### src/rtl/mem_master_if.sv
// Command/response and memory-side signal bundle for mem_master.
// The master modport is the mem_master's own view; slave is the environment's view.
interface mem_master_if #(
  parameter int ADDR_WIDTH = 8,
  parameter int DATA_WIDTH = 16
);
  logic                  cmd_valid;
  logic                  cmd_ready;
  logic                  cmd_wr;
  logic [ADDR_WIDTH-1:0] cmd_addr;
  logic [DATA_WIDTH-1:0] cmd_wdata;
  logic                  rsp_valid;
  logic [DATA_WIDTH-1:0] rsp_rdata;
  logic                  rsp_err;
  logic                  wr;
  logic                  rd;
  logic [ADDR_WIDTH-1:0] addr;
  logic [DATA_WIDTH-1:0] wdata;
  logic [DATA_WIDTH-1:0] rdata;
  logic                  response;

  modport master (
    input  cmd_valid, cmd_wr, cmd_addr, cmd_wdata, rdata, response,
    output cmd_ready, rsp_valid, rsp_rdata, rsp_err, wr, rd, addr, wdata
  );

  modport slave (
    output cmd_valid, cmd_wr, cmd_addr, cmd_wdata, rdata, response,
    input  cmd_ready, rsp_valid, rsp_rdata, rsp_err, wr, rd, addr, wdata
  );
endinterface

### src/rtl/mem_master.sv
// Single-outstanding memory master: turns a command handshake into a held wr/rd
// strobe, waits for the memory response or a timeout, and reports a one-cycle completion.
module mem_master #(
  parameter int ADDR_WIDTH = 8,
  parameter int DATA_WIDTH = 16,
  parameter int MEM_SIZE   = 16,
  parameter int TIMEOUT    = 15
) (
  input  logic                clk,
  input  logic                reset,
  mem_master_if.master        bus,
  output logic [7:0]          err_count
);

  localparam int CW = (TIMEOUT > 1) ? $clog2(TIMEOUT) : 1;

  typedef enum logic [1:0] {IDLE, ACCESS, RESP} state_t;

  state_t                state, state_next;
  logic [CW-1:0]         timer, timer_next;
  logic                  wr_next, rd_next;
  logic [ADDR_WIDTH-1:0] addr_next;
  logic [DATA_WIDTH-1:0] wdata_next;
  logic                  rsp_valid_next, rsp_err_next;
  logic [DATA_WIDTH-1:0] rsp_rdata_next;
  logic                  in_range;

  assign bus.cmd_ready = (state == IDLE);
  assign in_range      = (32'(bus.cmd_addr) < MEM_SIZE);

  always_comb begin
    state_next     = state;
    timer_next     = timer;
    wr_next        = bus.wr;
    rd_next        = bus.rd;
    addr_next      = bus.addr;
    wdata_next     = bus.wdata;
    rsp_err_next   = bus.rsp_err;
    rsp_rdata_next = bus.rsp_rdata;
    case (state)
      IDLE: begin
        if (bus.cmd_valid) begin
          if (in_range) begin
            state_next = ACCESS;
            addr_next  = bus.cmd_addr;
            wdata_next = bus.cmd_wdata;
            wr_next    = bus.cmd_wr;
            rd_next    = ~bus.cmd_wr;
            timer_next = '0;
          end else begin
            state_next     = RESP;
            rsp_err_next   = 1'b1;
            rsp_rdata_next = '0;
          end
        end
      end
      ACCESS: begin
        // A response arriving on the final allowed cycle still counts as success.
        if (bus.response) begin
          state_next     = RESP;
          wr_next        = 1'b0;
          rd_next        = 1'b0;
          rsp_err_next   = 1'b0;
          rsp_rdata_next = bus.rd ? bus.rdata : '0;
        end else if (timer == CW'(TIMEOUT - 1)) begin
          state_next     = RESP;
          wr_next        = 1'b0;
          rd_next        = 1'b0;
          rsp_err_next   = 1'b1;
          rsp_rdata_next = '0;
        end else begin
          timer_next = timer + 1'b1;
        end
      end
      RESP:    state_next = IDLE;
      default: state_next = IDLE;
    endcase
    rsp_valid_next = (state_next == RESP);
  end

  always_ff @(posedge clk) begin
    if (!reset) begin
      state         <= IDLE;
      timer         <= '0;
      bus.wr        <= 1'b0;
      bus.rd        <= 1'b0;
      bus.addr      <= '0;
      bus.wdata     <= '0;
      bus.rsp_valid <= 1'b0;
      bus.rsp_err   <= 1'b0;
      bus.rsp_rdata <= '0;
      err_count     <= '0;
    end else begin
      state         <= state_next;
      timer         <= timer_next;
      bus.wr        <= wr_next;
      bus.rd        <= rd_next;
      bus.addr      <= addr_next;
      bus.wdata     <= wdata_next;
      bus.rsp_valid <= rsp_valid_next;
      bus.rsp_err   <= rsp_err_next;
      bus.rsp_rdata <= rsp_rdata_next;
      if (state == RESP && bus.rsp_err && err_count != 8'hFF)
        err_count <= err_count + 8'd1;
    end
  end

endmodule

### src/flat_wrapper.sv
// flat-port wrapper written by rule: the top's interface ports become plain ports
module mem_master_flat 
#(
  parameter int ADDR_WIDTH = 8,
  parameter int DATA_WIDTH = 16,
  parameter int MEM_SIZE   = 16,
  parameter int TIMEOUT    = 15
)
  (clk, reset, err_count, bus_cmd_valid, bus_cmd_wr, bus_cmd_addr, bus_cmd_wdata, bus_rdata, bus_response, bus_cmd_ready, bus_rsp_valid, bus_rsp_rdata, bus_rsp_err, bus_wr, bus_rd, bus_addr, bus_wdata);
  mem_master_if #(.ADDR_WIDTH(ADDR_WIDTH), .DATA_WIDTH(DATA_WIDTH)) bus_i ();
  input  logic clk;
  input  logic reset;
  output logic [7:0] err_count;
  input wire logic [$bits(bus_i.cmd_valid)-1:0] bus_cmd_valid;
  input wire logic [$bits(bus_i.cmd_wr)-1:0] bus_cmd_wr;
  input wire logic [$bits(bus_i.cmd_addr)-1:0] bus_cmd_addr;
  input wire logic [$bits(bus_i.cmd_wdata)-1:0] bus_cmd_wdata;
  input wire logic [$bits(bus_i.rdata)-1:0] bus_rdata;
  input wire logic [$bits(bus_i.response)-1:0] bus_response;
  output wire logic [$bits(bus_i.cmd_ready)-1:0] bus_cmd_ready;
  output wire logic [$bits(bus_i.rsp_valid)-1:0] bus_rsp_valid;
  output wire logic [$bits(bus_i.rsp_rdata)-1:0] bus_rsp_rdata;
  output wire logic [$bits(bus_i.rsp_err)-1:0] bus_rsp_err;
  output wire logic [$bits(bus_i.wr)-1:0] bus_wr;
  output wire logic [$bits(bus_i.rd)-1:0] bus_rd;
  output wire logic [$bits(bus_i.addr)-1:0] bus_addr;
  output wire logic [$bits(bus_i.wdata)-1:0] bus_wdata;
  assign bus_i.cmd_valid = bus_cmd_valid;
  assign bus_i.cmd_wr = bus_cmd_wr;
  assign bus_i.cmd_addr = bus_cmd_addr;
  assign bus_i.cmd_wdata = bus_cmd_wdata;
  assign bus_i.rdata = bus_rdata;
  assign bus_i.response = bus_response;
  assign bus_cmd_ready = bus_i.cmd_ready;
  assign bus_rsp_valid = bus_i.rsp_valid;
  assign bus_rsp_rdata = bus_i.rsp_rdata;
  assign bus_rsp_err = bus_i.rsp_err;
  assign bus_wr = bus_i.wr;
  assign bus_rd = bus_i.rd;
  assign bus_addr = bus_i.addr;
  assign bus_wdata = bus_i.wdata;
  mem_master #(.ADDR_WIDTH(ADDR_WIDTH), .DATA_WIDTH(DATA_WIDTH), .MEM_SIZE(MEM_SIZE), .TIMEOUT(TIMEOUT)) u_core (.clk(clk), .reset(reset), .bus(bus_i), .err_count(err_count));
endmodule
### config.mk
export PLATFORM = sky130hd
export DESIGN_NAME = mem_master_flat
export DESIGN_NICKNAME = d
export VERILOG_FILES = /design/src/rtl/mem_master_if.sv /design/src/rtl/mem_master.sv /design/src/flat_wrapper.sv
export SDC_FILE = /design/constraint.sdc
export NUM_CORES = 1
export LEC_CHECK = 0
export CAP_MARGIN = 15
export CORE_MARGIN = 1
export CORE_UTILIZATION = 39
export CTS_CLUSTER_DIAMETER = 80
export DETAILED_ROUTE_END_ITERATION = 10
export HOLD_SLACK_MARGIN = 0.08
export PLACE_DENSITY_LB_ADDON = 0.05
export SLEW_MARGIN = 5
export SYNTH_ARGS = -nofsm -noshare
export SYNTH_HDL_FRONTEND = slang
export SYNTH_SLANG_ARGS = --single-unit
### constraint.sdc
create_clock -name clk -period 1.4 [get_ports clk]
set_input_delay 0.21 -clock clk [delete_from_list [all_inputs] [get_ports clk]]
set_output_delay 0.21 -clock clk [all_outputs]
set_load 0.02 [all_outputs]
## After elaboration in Yosys (flattened, before gate mapping)

Index checks and enable logic that the tools add are counted.

| storage, ports and cells | value |
|---|---|
| input port bits | 45 |
| output and inout bits | 53 |
| logic and storage cells | 62 |
| register bits after elaboration | 58 |

| operators by class | value |
|---|---|
| eq/ne operators | 11 |
| order comparisons | 1 |
| reductions and logical operators | 8 |
| bitwise gates (word level) | 1 |
| muxes and demuxes | 29 |
| add/subtract/negate cells | 2 |

Operator list:

| cell | count |
|---|---|
| $mux 16 | 5 |
| $pmux 16 s2 | 1 |
| $mux 4 | 4 |
| $mux 1 | 10 |
| $add 8x1->8 const B | 1 |
| $lt 8x5->1 const B | 1 |
| $mux 2 | 4 |
| $ne 2x2->1 const B | 4 |
| $ne 8x8->1 const B | 1 |
| $pmux 4 s2 | 1 |
| $reduce_and 4->1 | 2 |
| $pmux 1 s2 | 3 |
| $reduce_and 5->1 | 1 |
| $add 4x1->4 const B | 1 |
| $eq 2x2->1 const B | 2 |
| $eq 4x4->1 const B | 1 |
| $pmux 2 s2 | 1 |
| $ne 3x2->1 const B | 1 |
| $reduce_and 3->1 | 1 |
| $eq 2x1->1 const B | 1 |
| $logic_and 1x1->1 | 2 |
| $logic_not 2->1 | 1 |
| $ne 2x1->1 const B | 1 |
| $reduce_bool 2->1 | 1 |
| $not 1->1 | 1 |

## Longest topological paths before layout

Gate-level depths: netlist of run 1.

| logic depth | value |
|---|---|
| depth after elaboration | 5 |
| depth in mapped cells | 6 |
| gate-level depth less buffers | 5 |

## Worst setup path before layout of run 1

Ideal clock, no wire load.

| timing | value |
|---|---|
| kind | flip-flop to flip-flop |
| start | reg u_core.err_count[0] |
| end | reg u_core.err_count[4] |
| cell stages (with the launch flop) | 6 |
| arrival | 1.457 ns |
| path slack | -0.188 ns |
| buffers on the path | 1 |
| data required time | 1.268 ns |
| library setup time | 0.132 ns |
| clock period less this slack | 1.588 ns |
| cell sequence | dfxtp_1 > ha_1 > and4_1 > clkbuf_1 > a2111oi_0 > nor3_1 |

| on the way | value |
|---|---|
| cells in the longest elaborated chain, start to end | 2 |
| elaborated cells between the ends (all ways) | 3 |
| those cells by class | 1 x add/sub; 1 x eq/ne; 1 x reduce/logical |

RTL lines:

| item | RTL line | text |
|---|---|---|
| start: declaration | mem_master.sv:12 | `output logic [7:0] err_count` |
| start signal: assignment | mem_master.sv:104 | `err_count <= err_count + 8'd1;` |
| parallel branches: the longest is 2 deep, another holds $add 8x1->8 | - |  |

Parallel ways; which one is timed is not known.
A chain may end at the register's enable or synchronous reset.

## Worst setup path after layout of run 1

| timing | value |
|---|---|
| start | in bus_cmd_valid |
| end | reg u_core.bus.wdata[6] |

| on the way | value |
|---|---|
| cells in the longest elaborated chain, start to end | 1 |

RTL lines:

| item | RTL line | text |
|---|---|---|
| start: declaration | flat_wrapper.sv:14 | `input wire logic [$bits(bus_i.cmd_valid)-1:0] bus_cmd_valid;` |
| $reduce_and 3->1 (no line) | - |  |
| end signal: assignment | mem_master.sv:99 | `bus.wdata <= wdata_next;` |
| end: declaration | mem_master_if.sv:24 | `output cmd_ready, rsp_valid, rsp_rdata, rsp_err, wr, rd, addr, wdata` |

No other way between the ends.

==> key figures, run 1 <==
Final layout
  – Fillers: slightly above 500
  – Nets: 454
  – Area Growth Syn to Fin: 69.5%
  – Fin area: 0.00407 mm2
  – Ant diodes: 0
  – Layout cells sized above 1: 23.9%
  – Util after Layout: 68.7%

Route
  – First DRT Iteration DRCs: 103
  – Met2 routed WL: 3420 um
  – DRT Pass-1 Iters: 4
  – Mean routed wirelength per cell: 14.7 um
  – Residual DRC: 0
  – Max layer used: met4
  – Wl on met1: about 3000 um
  – Met3 WL post-DR: 569 um
  – Detail Route Antenna Nets: 0
  – Detailed-route via count: about 2,600
  – WL final: roughly 7000 um
  – DR vias/cell: 5.37

Synth
  – YS warnings: 0
  – Gate Count Post-Synth: 277
  – Post-Synth XOR/XNOR Area: 0%
  – Top post-synthesis cells by area: dfxtp_1 (48%), nand3_1 (8.3%), a21oi_1 (5.8%), nand2_1 (4.2%), o21ai_0 (4.0%)
  – Post-Syn Nets: 325
  – Register area share after synthesis: 48.4%
  – Syn Std Cell Area: 0.00240 mm2
  – Post-synthesis simple-gate area fraction: 21.3%
  – Netlist cell types: 42
  – Mean post-synth cell area: just under 9 um2
  – Largest family of logic cells by synthesized area: compound AO/OA/AOI/OAI gates
  – Synth Area in Compound Gates: 21.8%
  – Post-synth top area share: 48.4%
  – Adder-Cell Fraction of Synth Area: 1.56%
  – #FFs+latches synth: 58
  – Synth area leader: dfxtp_1
  – Mux cell area share after synthesis: 2.08%

Timing
  – Final setup TNS: -0.00157 ns
  – WHS: ~0.45 ns
  – Final period utilization: 100%
  – Final Max Slew Viols: 0
  – Worst-Margin Slew: roughly 0.28 ns
  – Unrepaired setup endpoints after global routing: true
  – Final setup margin: -0.000859 ns
  – Period minus WS final: 1.40 ns
  – Fmax: 714 MHz
  – Slew Limit Headroom: 81.3%
  – Layout Skew: roughly 0.0065 ns
  – Final Hold Viols: 0
  – # setup viols final: 2

Global route
  – Initial antenna violation count: 0
  – Vias in the first global route: 2,333
  – GRT Total Usage: a little over a fifth
  – Wire length of the first global-routing pass: 10,600 um
  – GR Overflow Total: 0
  – Largest net degree at the start of global routing: 27

Worst setup path
  – Worst path arrival time: 1.62 ns
  – Crit start category: primary input
  – Worst setup EP type: flop
  – Crit Path Max Fanout: 20
  – WS Path Type: in2reg
  – Critical Path RT: around 1.6 ns

CTS
  – Worst-Skew Late Latency: 0.33 ns
  – H-tree lvl count: 3
  – CTS clk-pin slew, worst paths: about 0.060 ns
  – CTS max path bufs: 2
  – Sink Count: 58
  – CTS Buf Count: 9
  – CTS tree: built
  – Clock root cell: clkbuf_8
  – # hold bufs at CTS: 0

Place
  – DP Area: 0.00373 mm2
  – Port buffer count: 97
  – HPWL Detailed: 4540 um
  – Worst slack at placement: -0.653 ns
  – RePlAce Congestion: 0.836

Pwr
  – Pwr Density: 856 mW/mm2
  – Pleak: roughly 1.7 nW
  – Worst vdd ir: 0.565 mV

Floorplan
  – Initial Util: ~40%
  – Chip height: 80.5 um
  – Die ar.: around 0.0065 mm2
  – Core footprint: 0.00592 mm2
  – Row count: 28
  – Die W: 80.5 um
  – Io pins: 98

Run status
  – Status: finished with violations
  – Failing checks: negative setup slack

Worst hold path
  – Hold Crit Class: reg2reg

Flow run
  – Max Cap Violations: 0
cell usage after synthesis:
library cell / n
o31ai_1: 2
nand2b_1: 3
and4b_1: 1
ha_1: 3
and3_1: 6
or3_1: 1
nor3_1: 4
buf_6: 1
a2111oi_0: 1
mux2i_1: 5
a221oi_2: 1
or4_4: 1
nand3_1: 40
or4_1: 2
nor4_1: 4
nor2_1: 1
nor2b_1: 1
a41oi_1: 4
o21bai_1: 1
a22oi_1: 1
nand2_1: 27
a21oi_1: 28
dfxtp_1: 58
nand4_1: 1
buf_2: 8
a211oi_1: 4
and2b_1: 1
or3b_1: 1
clkbuf_1: 13
a31o_2: 1
a221oi_1: 1
inv_1: 4
o21ai_0: 19
nand3b_1: 1
and4_1: 1
o21ai_1: 19
nor3b_1: 1
a221oi_4: 1
a31oi_2: 1
buf_1: 1
a311oi_1: 2
and3b_1: 1
layout make-up:
cell class | count | area [um2] | area share (%)
clock buffer | 12 | 155 | 3.81
clock inverter | 3 | 15.0 | 0.369
inverter | 4 | 15.0 | 0.369
multi-input combinational | 192 | 1310 | 32.3
sequential | 58 | 1170 | 28.8
tap | 75 | 93.8 | 2.31
timing repair buffer | 141 | 1310 | 32.1
per-layer routing:
| layer | vias up | global-route usage [%] |
|---|---|---|
| met2 | 87 | 33.7 |
| met1 | 1236 | 26.3 |
| met5 | - | 0 |
| li1 | 1271 | - |
| met3 | 10 | 6.14 |
| met4 | 0 | 9.29 |
sequential cells by signal, indices dropped and copies added, names as in the netlist:
register,count
u_core.bus.rsp_err,1
u_core.err_count,8
u_core.timer,4
u_core.bus.wdata,16
u_core.bus.addr,8
u_core.bus.rsp_valid,1
u_core.state,2
u_core.bus.wr,1
u_core.bus.rd,1
u_core.bus.rsp_rdata,16
cell usage in the layout (no fill, tap or decap), drive strengths merged, types with 2 or more instances in the layout:
cell	count
nor4	4
clkbuf	14
clkdlybuf4s15	2
o21ai	38
buf	44
clkdlybuf4s50	40
nand3	40
a211oi	4
nand2	27
mux2i	5
o31ai	2
a311oi	2
and3	6
clkinv	3
or4	3
nor3	4
nand2b	3
a21oi	28
ha	3
inv	4
a41oi	4
a221oi	3
dlygate4sd2	53
dfxtp	58
critical path, cell delays in order:
cell and delay (ns):
clkdlybuf4s50_1 0.55, or3b_4 0.43, buf_12 0.17, o21ai_1 0.18, a21oi_2 0.08
stage by stage:
step | total power, W | instances
floorplan | 0.00188 | 277
global placement | 0.00213 | 460
detailed placement | 0.00213 | 460
CTS | 0.00348 | 477
global route | 0.00362 | 485
finish | 0.00348 | 485
what timing repair did:
action	CTS	global route
cloned	0	2
endpoints found under the setup margin	99	48
pin swaps	4	13
buffers inserted	2	6
resized for setup	62	55
path summary, 6_finish.rpt:
kind              slack (ns)                startpoint                  endpoint  cells past startpoint
setup reg to reg     -0.0009           u_core.state[0]       u_core.err_count[4]                      5
setup / recovery     -0.0009             bus_cmd_valid       u_core.bus.wdata[6]                      5
hold / removal          0.45  u_core.bus.rsp_rdata[11]  u_core.bus.rsp_rdata[11]                      2
hold reg to reg         0.45  u_core.bus.rsp_rdata[11]  u_core.bus.rsp_rdata[11]                      2
report_power, final:
group	leakage, nW	switching (W)	internal, W
Clock	0.0920	0.000621	0.000720
Sequential	0.472	0.0000135	0.00167
Combinational	1.12	0.000212	0.000250
Total	1.68	0.000847	0.00264
cells by family (layout without fill, tap and decap cells):
family                     Yosys count  count (layout)
AOI/OAI and AO/OA                   86              86
adders and majority gates            3               3
buffers and inverters               27             160
DFF                                 58              58
muxes                                5               5
and+or+nand+nor                     98              98
(Power assumes the default switching activity.)
==> inputs of run 2 (changes only) <==
- CTS_CLUSTER_SIZE: unset -> 10
- MAX_ROUTING_LAYER: unset -> met4
==> key figures, run 2 (synthesized netlist as in run 1, its figures left out) <==
Run status
  – Status: finished with violations
  – Failing checks: negative setup slack

Place
  – DP Area: 0.00373 mm2
  – Port buffer count: between 90 and 100
  – HPWL Detailed: 4540 um
  – Post-Place Cells: 460
  – RePlAce Congestion: 0.849

Worst setup path
  – Critical-path top delay cell: or4_4
  – Worst path arrival time: roughly 1.6 ns
  – Crit path largest cell delay: 0.58 ns
  – Worst-path cell chain: dlygate4sd2_1 -> or4_4 -> buf_4 -> o21ai_0 -> a21oi_2
  – WS Path Type: in2reg
  – Crit Path Max Fanout: 20
  – Critical Path RT: approximately 1.6 ns
  – Worst R2R Path Depth: 5
  – Worst setup EP type: flop
  – Crit start category: primary input

Timing
  – # setup viols final: 2
  – WHS: 0.445 ns
  – Period minus WS final: ~1.4 ns
  – Layout Skew: 0.00492 ns
  – Worst-Margin Slew: 0.275 ns
  – Final setup margin: -0.0344 ns
  – Unrepaired setup endpoints after global routing: true
  – Fmax: 697 MHz
  – Slew Limit Headroom: 81.5%
  – Final Hold Viols: 0
  – Final period utilization: 102%
  – Final Max Slew Viols: 0

Pwr
  – Pint: approximately 0.0027 W
  – Final total power: 0.00351 W
  – Switching share of power: 24.4%
  – Sequential share of power: 47.9%
  – Switching power: approximately 0.00086 W
  – Clock power share: between 30% and 40%
  – Worst vdd ir: 0.564 mV
  – Combinational share of power: 13.8%
  – Pwr Density: 852 mW/mm2
  – Pleak: 1.72 nW

Floorplan
  – Io pins: between 90 and 100
  – Chip height: 80.5 um
  – Row count: 28
  – Die W: 80.5 um
  – Die ar.: 0.00647 mm2
  – Initial Util: 40.6%
  – Core footprint: just under 0.006 mm2

CTS
  – Sink Count: 58
  – H-tree lvl count: 3
  – CTS max path bufs: 2
  – CTS Buf Count: 9
  – CTS clk-pin slew, worst paths: 0.06 ns
  – Worst-Skew Late Latency: 0.32 ns
  – CTS tree: built
  – Clock root cell: clkbuf_8
  – # hold bufs at CTS: 0

Route
  – Detailed-route via count: between 2,000 and 3,000
  – First DRT Iteration DRCs: 113
  – DRT Pass-1 Iters: 4
  – Mean routed wirelength per cell: 14.8 um
  – Residual DRC: 0
  – WL final: 7220 um
  – Detail Route Antenna Nets: 0
  – DR vias/cell: between 5 and 6

Flow run
  – Max Cap Violations: 0

Global route
  – Wire length of the first global-routing pass: 10,700 um
  – Largest net degree at the start of global routing: 27
  – Initial antenna violation count: 0
  – GR Overflow Total: 0
  – GRT Total Usage: 21.8%
  – Vias in the first global route: 2,335

Final layout
  – Layout cells sized above 1: 24.9%
  – Ant diodes: 0
  – Area Growth Syn to Fin: 71.5%
  – Commonest non-fill, non-tap cell in the layout: dlygate4sd2_1
  – Finished Layout Cells: ~500
  – Util after Layout: approximately 70%
  – Nets: ~460
  – Commonest non-fill, non-tap cells in the layout: dlygate4sd2_1 (53), dfxtp_1 (51), clkdlybuf4s50_1 (39), nand3_1 (35), buf_4 (34)
  – Biggest regs: u_core.bus.rsp_rdata (16), u_core.bus.wdata (16)
  – Fin area: 0.00412 mm2

Worst hold path
  – Hold Path Cell Cnt: 2
  – Hold Crit Class: reg2reg
-- run 2: changes by cell type in the layout (fill, tap and decap cells not counted) --
cell	previous run	this run
o21ai_0	7	13
o21ai_2	0	1
o21bai_1	1	0
clkdlybuf4s50_1	40	39
o21ai_1	31	24
o21bai_2	0	1
clkbuf_16	0	1
buf_4	32	34
dlymetal6s2s_1	0	1
-- run 2: per-layer routing --
layer,GRT usage (%),wire [um]
met1,26.8,3170
met2,33.8,3420
met3,5.23,505
met4,9.29,132
met5,-,0
-- run 2: cell type report --
type	count	area, um2
Clock buffer	12	155
Multi-Input combinational cell	192	1320
Timing Repair Buffer	144	1350
Sequential cell	58	1170
Tap cell	75	93.8
Inverter	4	15.0
Fill cell	510	1800
Clock inverter	3	15.0
-- run 2: metrics by stage --
step	TNS [ns]	worst slack, ns
floorplan	-0.0433	-0.0105
global placement	-20.89	-0.543
detailed placement	-23.04	-0.653
CTS	-0.0135	-0.00703
global route	-1.67	-0.0690
finish	-0.0384	-0.0344
-- run 2: power by group through the flow --
stage                     clock network, W  registers (W)  logic (W)
after floorplan                          0        0.00173   0.000150
after detailed placement                 0        0.00172   0.000414
after global placement                   0        0.00172   0.000409
final                              0.00134        0.00168   0.000484
after CTS                          0.00138        0.00168   0.000415
after global routing               0.00146        0.00168   0.000515
-- run 2: critical path: cells and delay by family --
family / cells / cell delay, ns
AOI/OAI and AO/OA: 2 / 0.37
and+or+nand+nor: 1 / 0.58
buffers and inverters: 2 / 0.49
-- run 2: what timing repair did --
item	in CTS	in global routing
gates cloned	0	3
pin swaps	4	17
endpoints found under the setup margin	99	48
gates resized for setup	62	52
setup buffers	2	8
-- run 2: path summary, 6_finish.rpt --
check | from | end | slack [ns]
hold reg to reg | u_core.bus.rsp_rdata[11] | u_core.bus.rsp_rdata[11] | 0.45
setup / recovery | bus_cmd_addr[4] | u_core.bus.wdata[6] | -0.03
hold / removal | u_core.bus.rsp_rdata[11] | u_core.bus.rsp_rdata[11] | 0.45
setup reg to reg | u_core.state[0] | u_core.err_count[4] | 0
==> inputs of run 3 (changes only) <==
- ABC_AREA: unset -> 1
- CORE_UTILIZATION: 39 -> 43
- CTS_CLUSTER_DIAMETER: 80 -> unset
- clock period: 1.4 -> 1.55 ns (I/O delays scaled with it)
==> key figures, run 3 <==
Worst hold path
  – Hold Crit Class: reg2reg
  – Hold_sp: u_core.bus.addr[6]

Worst setup path
  – Critical-path top delay cell: clkdlybuf4s50_1
  – Crit path from: u_core.bus.rsp_rdata[10]
  – Crit start category: flop
  – WP buf/inv: 1
  – Worst setup EP type: primary output
  – Reg-to-reg critical path startpoint: u_core.timer[1]
  – Crit path largest cell delay: approximately 0.61 ns
  – Worst path arrival time: 1.29 ns
  – Crit Path Max Fanout: 2
  – CP top delay family: buffers and inverters
  – Worst-path cell chain: clkdlybuf4s50_1
  – Critical Path RT: ~1.3 ns
  – WS Path Type: reg2out

Route
  – WL final: 6320 um
  – Mean routed wirelength per cell: 12.1 um
  – Detail Route Antenna Nets: 0
  – DRT Pass-1 Iters: 4
  – DR vias/cell: roughly 4.8
  – First DRT Iteration DRCs: 126
  – Detailed-route via count: 2,495
  – Residual DRC: 0

Synth
  – Post-synthesis simple-gate area fraction: 33.7%
  – Post-synth top cells: nor2_1 (89), dfxtp_1 (58), nand2_1 (52)
  – Register area share after synthesis: between 40 and 50%
  – #FFs+latches synth: 58
  – Synth Area in Compound Gates: 9.71%
  – Largest family of logic cells by synthesized area: simple AND/OR/NAND/NOR gates
  – Post-synth top flop: dfxtp_1
  – Gate Count Post-Synth: 341
  – Most common cell in the synthesized netlist: nor2_1
  – Synth async-reset ratio: 0%
  – Post-synth top area share: a little under half
  – Top post-synthesis cells by area: dfxtp_1 (46%), nor2_1 (13%), nand2_1 (7.8%), nand3_1 (4.8%), o21ai_1 (3.6%)
  – Mean post-synth cell area: 7.33 um2
  – Adder-Cell Fraction of Synth Area: 1.50%
  – YS warnings: 0
  – Post-Synth XOR/XNOR Area: under 10%
  – Syn Std Cell Area: around 0.0025 mm2
  – Post-synth EDFFs: 0
  – Synth area leader: dfxtp_1
  – Netlist cell types: 27
  – Post-Syn Nets: roughly 400
  – Mux cell area share after synthesis: 0%

Pwr
  – Final total power: 0.00341 W
  – Pwr Density: 891 mW/mm2
  – Pleak: 1.76 nW
  – Worst vdd ir: 0.511 mV

Timing
  – Unrepaired setup endpoints after global routing: false
  – Final Hold Viols: 0
  – Slew Limit Headroom: 81.3%
  – # setup viols final: 0
  – Final setup TNS: 0 ns
  – Final period utilization: 97.9%
  – Worst-Margin Slew: 0.280 ns
  – WHS: 0.439 ns
  – Fmax: between 600 and 700 MHz
  – Period minus WS final: 1.52 ns
  – Final Max Slew Viols: 0
  – Final setup margin: 0.0321 ns
  – Layout Skew: 0.00686 ns

CTS
  – # hold bufs at CTS: 0
  – CTS clk-pin slew, worst paths: ~0.060 ns
  – Resized cells post-CTS: 11
  – Sink Count: between 50 and 60
  – CTS max path bufs: 2
  – Clock root cell: clkbuf_8
  – Post-CTS Setup Repair Bufs: 0
  – CTS Buf Count: 9
  – H-tree lvl count: 3
  – CTS tree: built
  – Worst-Skew Late Latency: 0.33 ns

Floorplan
  – Die ar.: 0.00612 mm2
  – Initial Util: 45.1%
  – Chip height: 78.2 um
  – Die W: 78.2 um
  – Row count: 27
  – Core footprint: 0.00554 mm2
  – Io pins: just under 100

Global route
  – Wire length of the first global-routing pass: 10,500 um
  – GRT Total Usage: between 20 and 25%
  – Largest net degree at the start of global routing: 28
  – Initial antenna violation count: 0
  – Vias in the first global route: 2,400
  – GR Overflow Total: 0

Final layout
  – Commonest non-fill, non-tap cells in the layout: nor2_1 (89), clkdlybuf4s50_1 (76), dfxtp_1 (57), nand2_1 (51), nand3_1 (24)
  – Commonest non-fill, non-tap cell in the layout: nor2_1
  – Nets: just under 500
  – Layout cells sized above 1: approximately an eighth
  – Biggest regs: u_core.bus.rsp_rdata (16), u_core.bus.wdata (16)
  – Area Growth Syn to Fin: 53.2%
  – Fillers: 502
  – Ant diodes: 0

Run status
  – Status: finished clean

Place
  – RePlAce Congestion: 0.833
  – HPWL Detailed: 4490 um
  – Port buffer count: 97
  – Worst slack at placement: -0.0920 ns

Flow run
  – Max Cap Violations: 0
## run 3: cell count changes after synthesis, sizes merged, moves of 6 or more
cell | previous run | this run
inv | 4 | 23
nand3 | 40 | 24
clkbuf | 13 | 5
nor2 | 1 | 104
and3 | 6 | 0
a21oi | 28 | 12
nand2 | 27 | 58
## run 3: cells by family after synthesis
logic type                 after synthesis
buffers and inverters                   38
adders and majority gates                3
DFF                                     58
AOI/OAI and AO/OA                       48
xor gates and xnor gates                 4
and+or+nand+nor                        190
## run 3: worst paths after layout
check                                  to  slack (ns)  cells after the start
setup / recovery        bus_rsp_rdata[10]        0.03                      1
hold / removal         u_core.bus.addr[6]        0.44                      2
setup reg to reg  u_core.bus.rsp_rdata[0]        0.11                      8
hold reg to reg        u_core.bus.addr[6]        0.44                      2
## run 3: worst min-delay path: stages, from the launching register on
cell,delay [ns]
dfxtp_1,0.31
nand2_1,0.05
nor2_1,0.04
## run 3: final cells by class
class / instances / area (um2) / area share [%]
flip-flops and latches: 58 / 1160 / 30.3
multi-input cells: 245 / 1160 / 30.3
repair buffers: 110 / 1120 / 29.2
clock buffers: 13 / 169 / 4.41
inverters: 24 / 95.1 / 2.48
well taps: 72 / 90.1 / 2.35
clock inverters: 2 / 35.0 / 0.915
## run 3: per-layer routing
metal	up-vias	share of wire, %	GRT usage, %
met5	-	0	-
met4	0	2.1	10.7
met3	18	5.1	5.12
met2	97	48	37.2
met1	1086	45	26.4
li1	1294	-	-
## run 3: power by group
group          switching [W]  internal (W)
combinational       0.000214      0.000223
sequential         0.0000247       0.00153
clock               0.000555      0.000863
## run 3: through the flow
step	cell area, um2	cells	util (%)
after floorplan	2500	341	-
after global placement	3610	509	65.1
after detailed placement	3610	509	65.1
after CTS	3800	524	68.6
after global routing	3830	524	69.1
final	3830	524	69.1
